===== src/rtl/sim_run_ctrl.sv =====
`default_nettype none
// ============================================================================
// Module   : sim_run_ctrl
// Brief    : Cycle-accurate run controller: core reset sequencing, cycle
//            counting, tohost exit detection, pass/fail/timeout flags.
//            Optional retire counter enabled by SIM_RUN_CTRL_RETIRE_CNT_EN.
// Revision : 1.0 - initial release
// ============================================================================
module sim_run_ctrl #(
  parameter int                    ADDR_WIDTH  = 32,
  parameter int                    DATA_WIDTH  = 32,
  parameter int                    CNT_WIDTH   = 32,
  parameter int                    RST_CYCLES  = 4,
  parameter int unsigned           MAX_CYCLES  = 1000,
  parameter logic [ADDR_WIDTH-1:0] TOHOST_ADDR = ADDR_WIDTH'(32'h0000_0FF0)
) (
  input  logic                  clk,
  input  logic                  rst,
  input  logic                  start,
  input  logic                  mem_we,
  input  logic [ADDR_WIDTH-1:0] mem_addr,
  input  logic [DATA_WIDTH-1:0] mem_wdata,
`ifdef SIM_RUN_CTRL_RETIRE_CNT_EN
  input  logic                  retire,
`endif
  output logic                  core_rst_n,
  output logic                  running,
  output logic                  done,
  output logic                  pass,
  output logic                  timeout,
  output logic [DATA_WIDTH-1:0] exit_code,
  output logic [CNT_WIDTH-1:0]  cycle_count
`ifdef SIM_RUN_CTRL_RETIRE_CNT_EN
  ,
  output logic [CNT_WIDTH-1:0]  instret,
  output logic                  cpi_ready
`endif
);

  localparam int                   c_RCNT_W     = (RST_CYCLES > 1) ? $clog2(RST_CYCLES) : 1;
  localparam logic [c_RCNT_W-1:0]  c_RCNT_INIT  = c_RCNT_W'(RST_CYCLES - 1);
  localparam logic [CNT_WIDTH-1:0] c_LAST_CYCLE = CNT_WIDTH'(MAX_CYCLES - 1);

  localparam logic [1:0] c_ST_IDLE  = 2'd0;
  localparam logic [1:0] c_ST_RESET = 2'd1;
  localparam logic [1:0] c_ST_RUN   = 2'd2;
  localparam logic [1:0] c_ST_DONE  = 2'd3;

  logic [1:0]            state_q, state_d;
  logic [c_RCNT_W-1:0]   rcnt_q, rcnt_d;
  logic [CNT_WIDTH-1:0]  cycle_count_q, cycle_count_d;
  logic [DATA_WIDTH-1:0] exit_code_q, exit_code_d;
  logic                  pass_q, pass_d;
  logic                  timeout_q, timeout_d;
  logic                  core_rst_n_q, core_rst_n_d;
  logic                  running_q, running_d;
  logic                  done_q, done_d;

  logic w_launch;
  logic w_tohost_hit;
  logic w_timeout_hit;

  assign w_launch      = start && ((state_q == c_ST_IDLE) || (state_q == c_ST_DONE));
  assign w_tohost_hit  = (state_q == c_ST_RUN) && mem_we && (mem_addr == TOHOST_ADDR);
  assign w_timeout_hit = (state_q == c_ST_RUN) && (cycle_count_q == c_LAST_CYCLE);

  // State register
  always_ff @(posedge clk) begin
    if (rst) begin
      state_q <= c_ST_IDLE;
    end else begin
      state_q <= state_d;
    end
  end

  // Next-state logic
  always_comb begin
    state_d = state_q;
    case (state_q)
      c_ST_IDLE:  if (start) state_d = c_ST_RESET;
      c_ST_RESET: if (rcnt_q == '0) state_d = c_ST_RUN;
      c_ST_RUN:   if (w_tohost_hit || w_timeout_hit) state_d = c_ST_DONE;
      c_ST_DONE:  if (start) state_d = c_ST_RESET;
      default:    state_d = c_ST_IDLE;
    endcase
  end

  // Output / datapath next values; an exit store outranks a same-cycle timeout
  always_comb begin
    rcnt_d        = rcnt_q;
    cycle_count_d = cycle_count_q;
    exit_code_d   = exit_code_q;
    pass_d        = pass_q;
    timeout_d     = timeout_q;
    if (w_launch) begin
      rcnt_d        = c_RCNT_INIT;
      cycle_count_d = '0;
      exit_code_d   = '0;
      pass_d        = 1'b0;
      timeout_d     = 1'b0;
    end else if (state_q == c_ST_RESET) begin
      if (rcnt_q != '0) rcnt_d = rcnt_q - 1'b1;
    end else if (state_q == c_ST_RUN) begin
      cycle_count_d = cycle_count_q + 1'b1;
      if (w_tohost_hit) begin
        exit_code_d = mem_wdata;
        pass_d      = (mem_wdata == DATA_WIDTH'(1));
      end else if (w_timeout_hit) begin
        timeout_d   = 1'b1;
      end
    end
    core_rst_n_d = (state_d == c_ST_RUN);
    running_d    = (state_d == c_ST_RUN);
    done_d       = (state_d == c_ST_DONE);
  end

  always_ff @(posedge clk) begin
    if (rst) begin
      rcnt_q        <= '0;
      cycle_count_q <= '0;
      exit_code_q   <= '0;
      pass_q        <= 1'b0;
      timeout_q     <= 1'b0;
      core_rst_n_q  <= 1'b0;
      running_q     <= 1'b0;
      done_q        <= 1'b0;
    end else begin
      rcnt_q        <= rcnt_d;
      cycle_count_q <= cycle_count_d;
      exit_code_q   <= exit_code_d;
      pass_q        <= pass_d;
      timeout_q     <= timeout_d;
      core_rst_n_q  <= core_rst_n_d;
      running_q     <= running_d;
      done_q        <= done_d;
    end
  end

  assign core_rst_n  = core_rst_n_q;
  assign running     = running_q;
  assign done        = done_q;
  assign pass        = pass_q;
  assign timeout     = timeout_q;
  assign exit_code   = exit_code_q;
  assign cycle_count = cycle_count_q;

`ifdef SIM_RUN_CTRL_RETIRE_CNT_EN
  logic [CNT_WIDTH-1:0] instret_q, instret_d;
  logic                 cpi_ready_q, cpi_ready_d;

  always_comb begin
    instret_d = instret_q;
    if (w_launch) begin
      instret_d = '0;
    end else if ((state_q == c_ST_RUN) && retire) begin
      instret_d = instret_q + 1'b1;
    end
    cpi_ready_d = (state_d == c_ST_DONE) && (instret_d != '0);
  end

  always_ff @(posedge clk) begin
    if (rst) begin
      instret_q   <= '0;
      cpi_ready_q <= 1'b0;
    end else begin
      instret_q   <= instret_d;
      cpi_ready_q <= cpi_ready_d;
    end
  end

  assign instret   = instret_q;
  assign cpi_ready = cpi_ready_q;
`endif

endmodule
`default_nettype wire


===== config.mk =====
export PLATFORM = sky130hd
export DESIGN_NAME = sim_run_ctrl
export DESIGN_NICKNAME = d
export VERILOG_FILES = /design/src/rtl/sim_run_ctrl.sv
export SDC_FILE = /design/constraint.sdc
export NUM_CORES = 1
export LEC_CHECK = 0
export CAP_MARGIN = 20
export CORE_ASPECT_RATIO = 1.25
export CORE_UTILIZATION = 60
export DETAILED_ROUTE_END_ITERATION = 10
export DONT_BUFFER_PORTS = 1
export GPL_ROUTABILITY_DRIVEN = 0
export GPL_TIMING_DRIVEN = 0
export PLACE_DENSITY = 0.76
export SLEW_MARGIN = 20
export SYNTH_ARGS = -nofsm -noshare
export SYNTH_HDL_FRONTEND = slang
export SYNTH_SLANG_ARGS = --single-unit

===== constraint.sdc =====
create_clock -name clk -period 2.5 [get_ports clk]
set_input_delay 0.25 -clock clk [delete_from_list [all_inputs] [get_ports clk]]
set_output_delay 0.25 -clock clk [all_outputs]
set_load 0.02 [all_outputs]

==> results.py, run 1 <==
metrics = {
    "outcome": {
        "status": "completed",
    },
    "final_layout": {
        "fillers": 455,
        "syn_to_final_growth_pct": 8.93,
        "fin_nets": 481,
        "instances_no_fill": 478,
        "drive_gt1_share_pct": 9.42,
        "fin_area_um2": 3750,
        "diodes": 0,
        "regArea_um2": 1440,
        "mostFrequentLayoutCells": "nand2_1, dfxtp_1, mux2i_1",
        "multi_input_area_um2": 1850,
        "layout_commonest_cell": "nand2_1",
    },
    "sta": {
        "finalCritPeriodShare_pct": 94.4,
        "slew_viol_final": 0,
        "finalWorstSetupSlack_ps": 141,
        "min_period_ps": 2360,
        "tightest_slew_ps": 662,
        "timing.hold.ws_ps": 20.6,
        "fin_worst_skew_ps": 9.61,
        "relSlewSlack_pct": 55.9,
        "final-hold-violation-count": 0,
        "max_freq_mhz": 424,
        "tns_ps": 0,
        "rsz0062_at_grt": "false",
        "setup_viol": 0,
    },
    "routing": {
        "first_pass_iters": 4,
        "num_vias": 2983,
        "drc_errors": 0,
        "routedWlPerCell_um": 16.4,
        "wl_um": 7840,
        "ant_nets": 0,
        "drtIter0Drc": 184,
        "vias_per_cell": 6.24,
    },
    "yosys": {
        "yosys_warnings": 0,
        "synth_top_family_by_area": "simple AND/OR/NAND/NOR gates",
        "syn_avg_cell_area_um2": 8.68,
        "synth-simple-area-share_pct": 30.0,
        "synthMuxAreaShare_pct": 10.5,
        "ys.flop_type": "dfxtp_1",
        "synth_compound_area_share_pct": 9.18,
        "syn_area_um2": 3450,
        "synth_edf_count": 0,
        "synthArstFlopShare_pct": 0,
        "synth_xor_xnor_area_share_pct": 2.54,
        "synth-seq-cells": 72,
        "synthAdderAreaFrac_pct": 1.45,
        "ys_seq_area_share_pct": 41.8,
        "syn-instance-count": 397,
        "synth_nets": 469,
        "ys_types": 49,
    },
    "die": {
        "die_w_um": 69.8,
        "pin_count": 137,
        "core_um2": 5480,
        "start_util_pct": 62.9,
        "dieHeight_um": 86.7,
        "std_cell_rows": 30,
        "die_area_um2": 6050,
    },
    "setup_path": {
        "worstPathArrival_ps": 2620,
        "slowest_stage": "or4_1",
        "worst-setup-path-type": "reg2reg",
        "startpoint_type": "register",
        "cp_slowest_stage_delay_ps": 620,
        "path_max_fanout": 8,
        "endpoint_kind": "register",
        "cpMostUsedCell": "or4_1",
        "required_ps": 2760,
        "worstPathCellList": "nand4_1, or4_1, clkbuf_2, or4_1, a21oi_1",
    },
    "clock_tree": {
        "clk-insertion-delay-late_ps": 340,
        "cts_tree": "yes",
        "cts_buffer_depth": 2,
        "path_clk_slew_ps": 70,
        "root_buffer": "clkbuf_8",
        "post-cts-setup-buffer-count": 0,
        "cts.sinks": 72,
        "cts_max_level": 3,
        "numCtsBuffers": 9,
    },
    "grt": {
        "antenna_found_initial": 0,
        "overflow": 0,
        "grt_pass1_wl_um": 12500,
        "grt_pass1_vias": 2761,
        "grt_max_degree": 13,
        "track_usage_pct": 25.9,
    },
    "pwr": {
        "clock_power_share_pct": 37.4,
        "p_comb_share_pct": 16.0,
        "power_density_nw_per_um2": 696,
        "p_switching_w": 0.000742,
        "switching_share_pct": 28.4,
        "vdd_drop_max_v": 0.000430,
        "seqPwrFrac_pct": 46.5,
        "p_int_w": 0.00187,
        "p_leak_nw": 1.16,
    },
    "job": {
        "max_cap_violations": 0,
    },
    "placement": {
        "dp_cells": 461,
        "port_buffers": 0,
        "post_dp_cell_area_um2": 3530,
        "hpwl_um": 5780,
        "dp_slack_ps": 170,
    },
    "min_path": {
        "hold_path_class": "in2reg",
    },
}
[sequential cells by signal, summed over array words and instances (netlist names)]
signal / count
cycle_count: 32
done: 1
exit_code: 32
pass: 1
rcnt_q: 2
running: 1
state_q: 2
timeout: 1
[kinds of logic after synthesis]
group | count (synthesis)
AOI/OAI and AO/OA | 52
xor gates and xnor gates | 10
adders and majority gates | 4
buffers and inverters | 32
DFF | 72
muxes | 36
and+or+nand+nor | 191
[cells in the mapped netlist, types with 6 or more instances]
cell | count | area, µm²
a21oi_1 | 25 | 125
clkbuf_1 | 10 | 37.5
dfxtp_1 | 72 | 1440
inv_1 | 12 | 45.0
mux2i_1 | 35 | 350
nand2_1 | 83 | 312
nand3_1 | 7 | 35.0
nand4_1 | 13 | 81.3
nor2_1 | 13 | 48.8
nor4_1 | 18 | 113
o21ai_0 | 7 | 35.0
o31ai_1 | 11 | 82.6
or3_1 | 7 | 43.8
or4_1 | 14 | 105
xnor2_1 | 6 | 52.6
[cell type report]
class	instances	share of cell area, %
Multi-Input combinational cell	293	49.3
Tap cell	64	2.13
Clock buffer	12	4.40
Inverter	12	1.20
Clock inverter	4	1.37
Sequential cell	72	38.4
Buffer	20	2.97
Timing Repair Buffer	1	0.267
[path summary, 6_finish.rpt]
check	start	to	slack, ps	cells after the start
min reg2reg	exit_code[28]	exit_code[28]	560	2
max	cycle_count[19]	cycle_count[24]	140	5
min	rst	state_q[1]	20	1
max reg2reg	cycle_count[19]	cycle_count[24]	140	5
[power by group through the flow]
stage	Combinational [W]	Sequential, W	Clock, W
floorplan	0.000339	0.00124	0
global placement	0.000420	0.00124	0
detailed placement	0.000423	0.00124	0
CTS	0.000426	0.00122	0.000989
global route	0.000481	0.00122	0.00104
finish	0.000420	0.00122	0.000979
[per-stage QoR]
step / power [W] / utilization, %
2_1_floorplan: 0.00158 / -
4_1_cts: 0.00263 / 68.5
5_1_grt: 0.00275 / 68.5
3_5_place_dp: 0.00167 / 64.4
6_report: 0.00262 / 68.5
3_3_place_gp: 0.00166 / 64.4
[critical path, delay by kind of cell (launching register included)]
kind	cells	cell delay (ps)
buffers and inverters	1	190
DFF	1	570
and+or+nand+nor	3	1350
AOI/OAI and AO/OA	1	170
[per-layer routing]
metal | wire (µm) | global-route usage (%) | vias to the layer above | share of wire (%)
met5 | 0 | 0 | - | 0
met2 | 3730 | 41.4 | 111 | 48
li1 | - | - | 1460 | -
met1 | 3280 | 30.6 | 1396 | 42
met4 | 175 | 13.6 | 0 | 2.2
met3 | 652 | 9.07 | 16 | 8.3
[timing repair]
item	in CTS	in global routing
setup endpoints to repair	0	1
hold endpoints to repair	2	0
gates resized for setup	0	1
hold buffers	1	0
Power figures use the tool's default switching activity.
==> run 2: changes to the inputs <==
--- a/config.mk
+++ b/config.mk
@@ -13,6 +13,7 @@
 export GPL_ROUTABILITY_DRIVEN = 0
 export GPL_TIMING_DRIVEN = 0
 export PLACE_DENSITY = 0.76
+export RECOVER_POWER = 100
 export SLEW_MARGIN = 20
 export SYNTH_ARGS = -nofsm -noshare
 export SYNTH_HDL_FRONTEND = slang
==> run 2 against run 1 <==
  * Highest routed layer unchanged
  * Combinational power is essentially flat
  * Global-route usage is the same
  * Via count shrank 0.13%
  * Non-clock buffer count is the same
  * Maximum frequency grew 0.12%
  * Die area is the same
  * Critical path type unchanged
  * Utilization shrank 0.34 points
  * Largest power group unchanged
  * Sequential power is essentially flat
  * First-iteration DRC count shrank 16%
  * Wire length is the same
  * Total power shrank 0.31%
  * Clock power shrank 0.5%
==> results.py, run 2 (synthesis gave the netlist of run 1 again) <==
metrics = {
    "outcome": {
        "status": "completed",
    },
    "setup_path": {
        "path_max_fanout": 8,
        "worst-setup-path-type": "reg2reg",
        "required_ps": 2760,
        "crit_path_start": "cycle_count[1]",
        "startpoint_type": "register",
        "critPathTopFamily": "simple AND/OR/NAND/NOR gates",
        "worstPathCellList": "ha_1, nand4_1, or4_1, clkbuf_2, or4_1, a21oi_1",
        "cp.depth": 6,
        "cp_slowest_stage_delay_ps": 600,
        "rr_worst_depth": 6,
        "cpMostUsedCell": "or4_1",
        "slowest_stage": "or4_1",
        "endpoint_kind": "register",
        "path_buf_inv": 1,
        "worstPathArrival_ps": 2610,
        "reg2reg_from": "cycle_count[1]",
    },
    "routing": {
        "num_vias": 2979,
        "routedWlPerCell_um": 16.4,
        "routed.top_layer": "met4",
        "wl_met3_um": 650,
        "wl_um": 7840,
        "vias_per_cell": 6.23,
        "drc_errors": 0,
        "first_pass_iters": 5,
        "wl_met2_um": 3790,
        "drtIter0Drc": 154,
        "ant_nets": 0,
        "wl_met1_um": 3250,
    },
    "final_layout": {
        "mostFrequentLayoutCells": "nand2_1, dfxtp_1, mux2i_1",
        "layout_commonest_cell": "nand2_1",
        "syn_to_final_growth_pct": 8.38,
        "fin_nets": 481,
        "diodes": 0,
        "fillers": 461,
        "drive_gt1_share_pct": 8.94,
    },
    "clock_tree": {
        "numCtsBuffers": 9,
        "cts_buffer_depth": 2,
        "post-cts-setup-buffer-count": 0,
        "cts_tree": "yes",
        "root_buffer": "clkbuf_8",
        "cts.sinks": 72,
        "cts_max_level": 3,
        "path_clk_slew_ps": 80,
        "clk-insertion-delay-late_ps": 340,
    },
    "pwr": {
        "power_density_nw_per_um2": 698,
        "vdd_drop_max_v": 0.000430,
        "p_leak_nw": 1.15,
    },
    "die": {
        "dieHeight_um": 86.7,
        "std_cell_rows": 30,
        "die_w_um": 69.8,
        "start_util_pct": 62.9,
        "core_um2": 5480,
        "die_area_um2": 6050,
        "pin_count": 137,
    },
    "min_path": {
        "hold_depth": 1,
        "worstHoldStart": "rst",
        "hold_path_class": "in2reg",
    },
    "placement": {
        "dp_slack_ps": 170,
        "port_buffers": 0,
        "hpwl_um": 5780,
    },
    "grt": {
        "grt_pass1_wl_um": 12500,
        "grt_max_degree": 13,
        "overflow": 0,
        "track_usage_pct": 25.9,
        "grt_pass1_vias": 2761,
        "antenna_found_initial": 0,
    },
    "job": {
        "max_cap_violations": 0,
    },
    "sta": {
        "relSlewSlack_pct": 55.6,
        "tightest_slew_ps": 666,
        "tns_ps": 0,
        "slew_viol_final": 0,
        "setup_viol": 0,
        "final-hold-violation-count": 0,
        "min_period_ps": 2360,
        "timing.hold.ws_ps": 21.8,
        "finalWorstSetupSlack_ps": 144,
        "fin_worst_skew_ps": 11.0,
        "finalCritPeriodShare_pct": 94.2,
        "max_freq_mhz": 424,
        "rsz0062_at_grt": "false",
    },
}
## run 2: worst paths after layout
path	end	slack, ps
setup reg to reg	cycle_count[24]	140
hold reg to reg	exit_code[28]	560
hold / removal	state_q[1]	20
setup / recovery	cycle_count[24]	140
## run 2: power by group
part           leakage [nW]  internal (W)  total (W)  switching (W)
logic                 0.462      0.000148   0.000417       0.000269
clock network         0.109      0.000543   0.000974       0.000431
registers             0.581       0.00118    0.00122      0.0000366
total                  1.15       0.00187    0.00261       0.000737
## run 2: final cells by class
cell class | instances | area [µm²] | share of cell area [%]
Inverter | 12 | 45.0 | 1.21
Tap cell | 64 | 80.1 | 2.14
Clock buffer | 12 | 165 | 4.42
Clock inverter | 4 | 51.3 | 1.37
Buffer | 20 | 96.3 | 2.58
Multi-Input combinational cell | 293 | 1850 | 49.4
Sequential cell | 72 | 1440 | 38.6
Timing Repair Buffer | 1 | 10.0 | 0.268
## run 2: layer usage
| layer | vias up | global-route usage (%) |
|---|---|---|
| li1 | 1461 | - |
| met1 | 1392 | 30.6 |
| met2 | 113 | 41.4 |
| met3 | 13 | 9.07 |
| met4 | 0 | 13.6 |
| met5 | - | 0 |
## run 2: what timing repair did
action	CTS	global route
endpoints found under the hold margin	2	0
hold buffers	1	0
resized for setup	0	1
endpoints found under the setup margin	0	1
## run 2: through the flow
step | area [µm²] | cells | power (W) | util (%)
3_5_place_dp | 3530 | 461 | 0.00167 | 64.4
2_1_floorplan | 3450 | 397 | 0.00158 | -
6_report | 3740 | 478 | 0.00261 | 68.2
5_1_grt | 3740 | 478 | 0.00274 | 68.2
3_3_place_gp | 3530 | 461 | 0.00166 | 64.4
4_1_cts | 3750 | 478 | 0.00263 | 68.5
==> run 3: changes to the inputs <==
--- a/config.mk
+++ b/config.mk
@@ -5,14 +5,14 @@
 export SDC_FILE = /design/constraint.sdc
 export NUM_CORES = 1
 export LEC_CHECK = 0
+export BUFFER_PORTS_ARGS = -buffer_cell sky130_fd_sc_hd__buf_2
 export CAP_MARGIN = 20
 export CORE_ASPECT_RATIO = 1.25
-export CORE_UTILIZATION = 60
+export CORE_UTILIZATION = 49
 export DETAILED_ROUTE_END_ITERATION = 10
-export DONT_BUFFER_PORTS = 1
 export GPL_ROUTABILITY_DRIVEN = 0
 export GPL_TIMING_DRIVEN = 0
-export PLACE_DENSITY = 0.76
+export PLACE_DENSITY = 0.89
 export RECOVER_POWER = 100
 export SLEW_MARGIN = 20
 export SYNTH_ARGS = -nofsm -noshare
==> run 3 against run 2 <==
  * Register-to-register slack better by 50 ps
  * Utilization down 2.9 points
  * Critical path depth up 2
  * Total power up 8.7%
  * Wire length up 17%
  * Clock skew about the same
  * Non-clock buffer count up 135
  * Via count up 21%
  * Sequential power about the same
  * Combinational power up 24%
  * Worst setup slack better by 54 ps
  * Hold slack better by 110 ps
==> results.py, run 3 (synthesis gave the netlist of run 1 again) <==
metrics = {
    "setup_path": {
        "rr_worst_depth": 8,
        "crit_path_end": "cycle_count[28]",
        "worstPathArrival_ps": 2590,
        "required_ps": 2790,
        "startpoint_type": "register",
        "crit_path_start": "state_q[0]",
        "timing.rr.end": "cycle_count[28]",
        "endpoint_kind": "register",
        "reg2reg_from": "state_q[0]",
        "worst-setup-path-type": "reg2reg",
        "worst-r2r-setup-slack_ps": 200,
        "path_max_fanout": 10,
    },
    "final_layout": {
        "syn_to_final_growth_pct": 26.6,
        "diodes": 0,
        "fin_nets": 616,
        "drive_gt1_share_pct": 18.6,
        "mostFrequentLayoutCells": "nand2_1, clkbuf_1, dfxtp_1",
        "fin_area_um2": 4360,
        "layout_commonest_cell": "nand2_1",
    },
    "pwr": {
        "vdd_drop_max_v": 0.000425,
        "p_leak_nw": 1.49,
        "power_density_nw_per_um2": 649,
    },
    "sta": {
        "timing.hold.ws_ps": 130,
        "rsz0062_at_grt": "false",
        "relSlewSlack_pct": 52.7,
        "min_period_ps": 2300,
        "max_freq_mhz": 434,
        "finalWorstSetupSlack_ps": 198,
        "tightest_slew_ps": 703,
        "slew_viol_final": 0,
        "finalCritPeriodShare_pct": 92.1,
        "fin_worst_skew_ps": 10.5,
        "final-hold-violation-count": 0,
        "tns_ps": 0,
        "setup_viol": 0,
    },
    "grt": {
        "overflow": 0,
        "antenna_found_initial": 0,
        "track_usage_pct": 26.0,
        "grt_max_degree": 13,
        "grt_pass1_vias": 3331,
        "grt_pass1_wl_um": 15000,
    },
    "clock_tree": {
        "root_buffer": "clkbuf_8",
        "path_clk_slew_ps": 70,
        "cts_tree": "yes",
        "numCtsBuffers": 9,
        "clk-insertion-delay-late_ps": 360,
        "cts.sinks": 72,
        "cts_max_level": 3,
        "ctsHoldBuffers": 0,
        "cts_buffer_depth": 2,
    },
    "die": {
        "die_w_um": 77.0,
        "pin_count": 137,
        "start_util_pct": 51.5,
        "core_um2": 6690,
        "std_cell_rows": 33,
        "dieHeight_um": 95.8,
        "die_area_um2": 7380,
    },
    "routing": {
        "vias_per_cell": 5.65,
        "routedWlPerCell_um": 14.4,
        "ant_nets": 0,
        "first_pass_iters": 5,
        "num_vias": 3595,
        "drc_errors": 0,
        "drtIter0Drc": 187,
        "wl_um": 9170,
    },
    "outcome": {
        "status": "completed",
    },
    "placement": {
        "dp_slack_ps": 171,
        "port_buffers": 136,
        "hpwl_um": 6900,
        "post_dp_cell_area_um2": 4240,
    },
    "min_path": {
        "hold_path_class": "in2reg",
    },
    "job": {
        "max_cap_violations": 0,
    },
}
run 3: cell types whose count changed in the layout (fill, tap and decap cells not counted), moves of 2 or more:
cell / before / now
clkbuf_1: 12 / 82
buf_2: 2 / 68
clkbuf_8: 12 / 9
bufinv_16: 1 / 3
run 3: metrics by stage:
| step | utilization (%) | total power [W] | cells |
|---|---|---|---|
| after CTS | 66.9 | 0.00284 | 636 |
| after global placement | 63.3 | 0.00172 | 620 |
| after floorplan | - | 0.00158 | 397 |
| final | 65.2 | 0.00283 | 636 |
| after global routing | 65.2 | 0.00296 | 636 |
| after detailed placement | 63.3 | 0.00175 | 620 |
run 3: layout make-up:
| type | instances | area (µm²) |
|---|---|---|
| Buffer | 20 | 96.3 |
| Clock buffer | 10 | 128 |
| Clock inverter | 6 | 108 |
| Fill cell | 615 | 2320 |
| Inverter | 12 | 45.0 |
| Multi-Input combinational cell | 293 | 1840 |
| Sequential cell | 72 | 1440 |
| Tap cell | 87 | 109 |
| Timing Repair Buffer | 136 | 594 |
run 3: layer usage:
layer,track usage [%],share of wire [%]
met5,0,0
met4,11.5,1.8
met3,7.87,7.3
met2,47.5,51
met1,27.8,40
run 3: worst min path at each step:
stage / start / endpoint / slack (ps) / cells after the start
floorplan: rst / rcnt_q[0] / 320 / 1
global placement: exit_code[31] / exit_code[31] / 440 / 2
detailed placement: exit_code[23] / exit_code[23] / 450 / 2
CTS: rst / rcnt_q[1] / 110 / 2
global route: rst / rcnt_q[1] / 140 / 2
finish: rst / rcnt_q[1] / 130 / 2
run 3: where the power goes:
group          internal (W)  switching (W)  leakage, nW
registers           0.00118      0.0000266        0.581
logic              0.000192       0.000327        0.792
clock network      0.000660       0.000449        0.116
total               0.00203       0.000802         1.49
run 3: critical path, cell delays in order, from the launching register on:
cell	delay [ps]
dfxtp_1	360
inv_1	70
ha_1	160
buf_4	180
nand4_1	90
or4_1	590
clkbuf_1	210
or4_1	430
a21oi_1	150
run 3: what timing repair did:
| item | 4_1_cts | 5_1_grt |
|---|---|---|
| setup endpoints to repair | 0 | 2 |
| gates resized for setup | 0 | 1 |
| setup buffers | 0 | 0 |
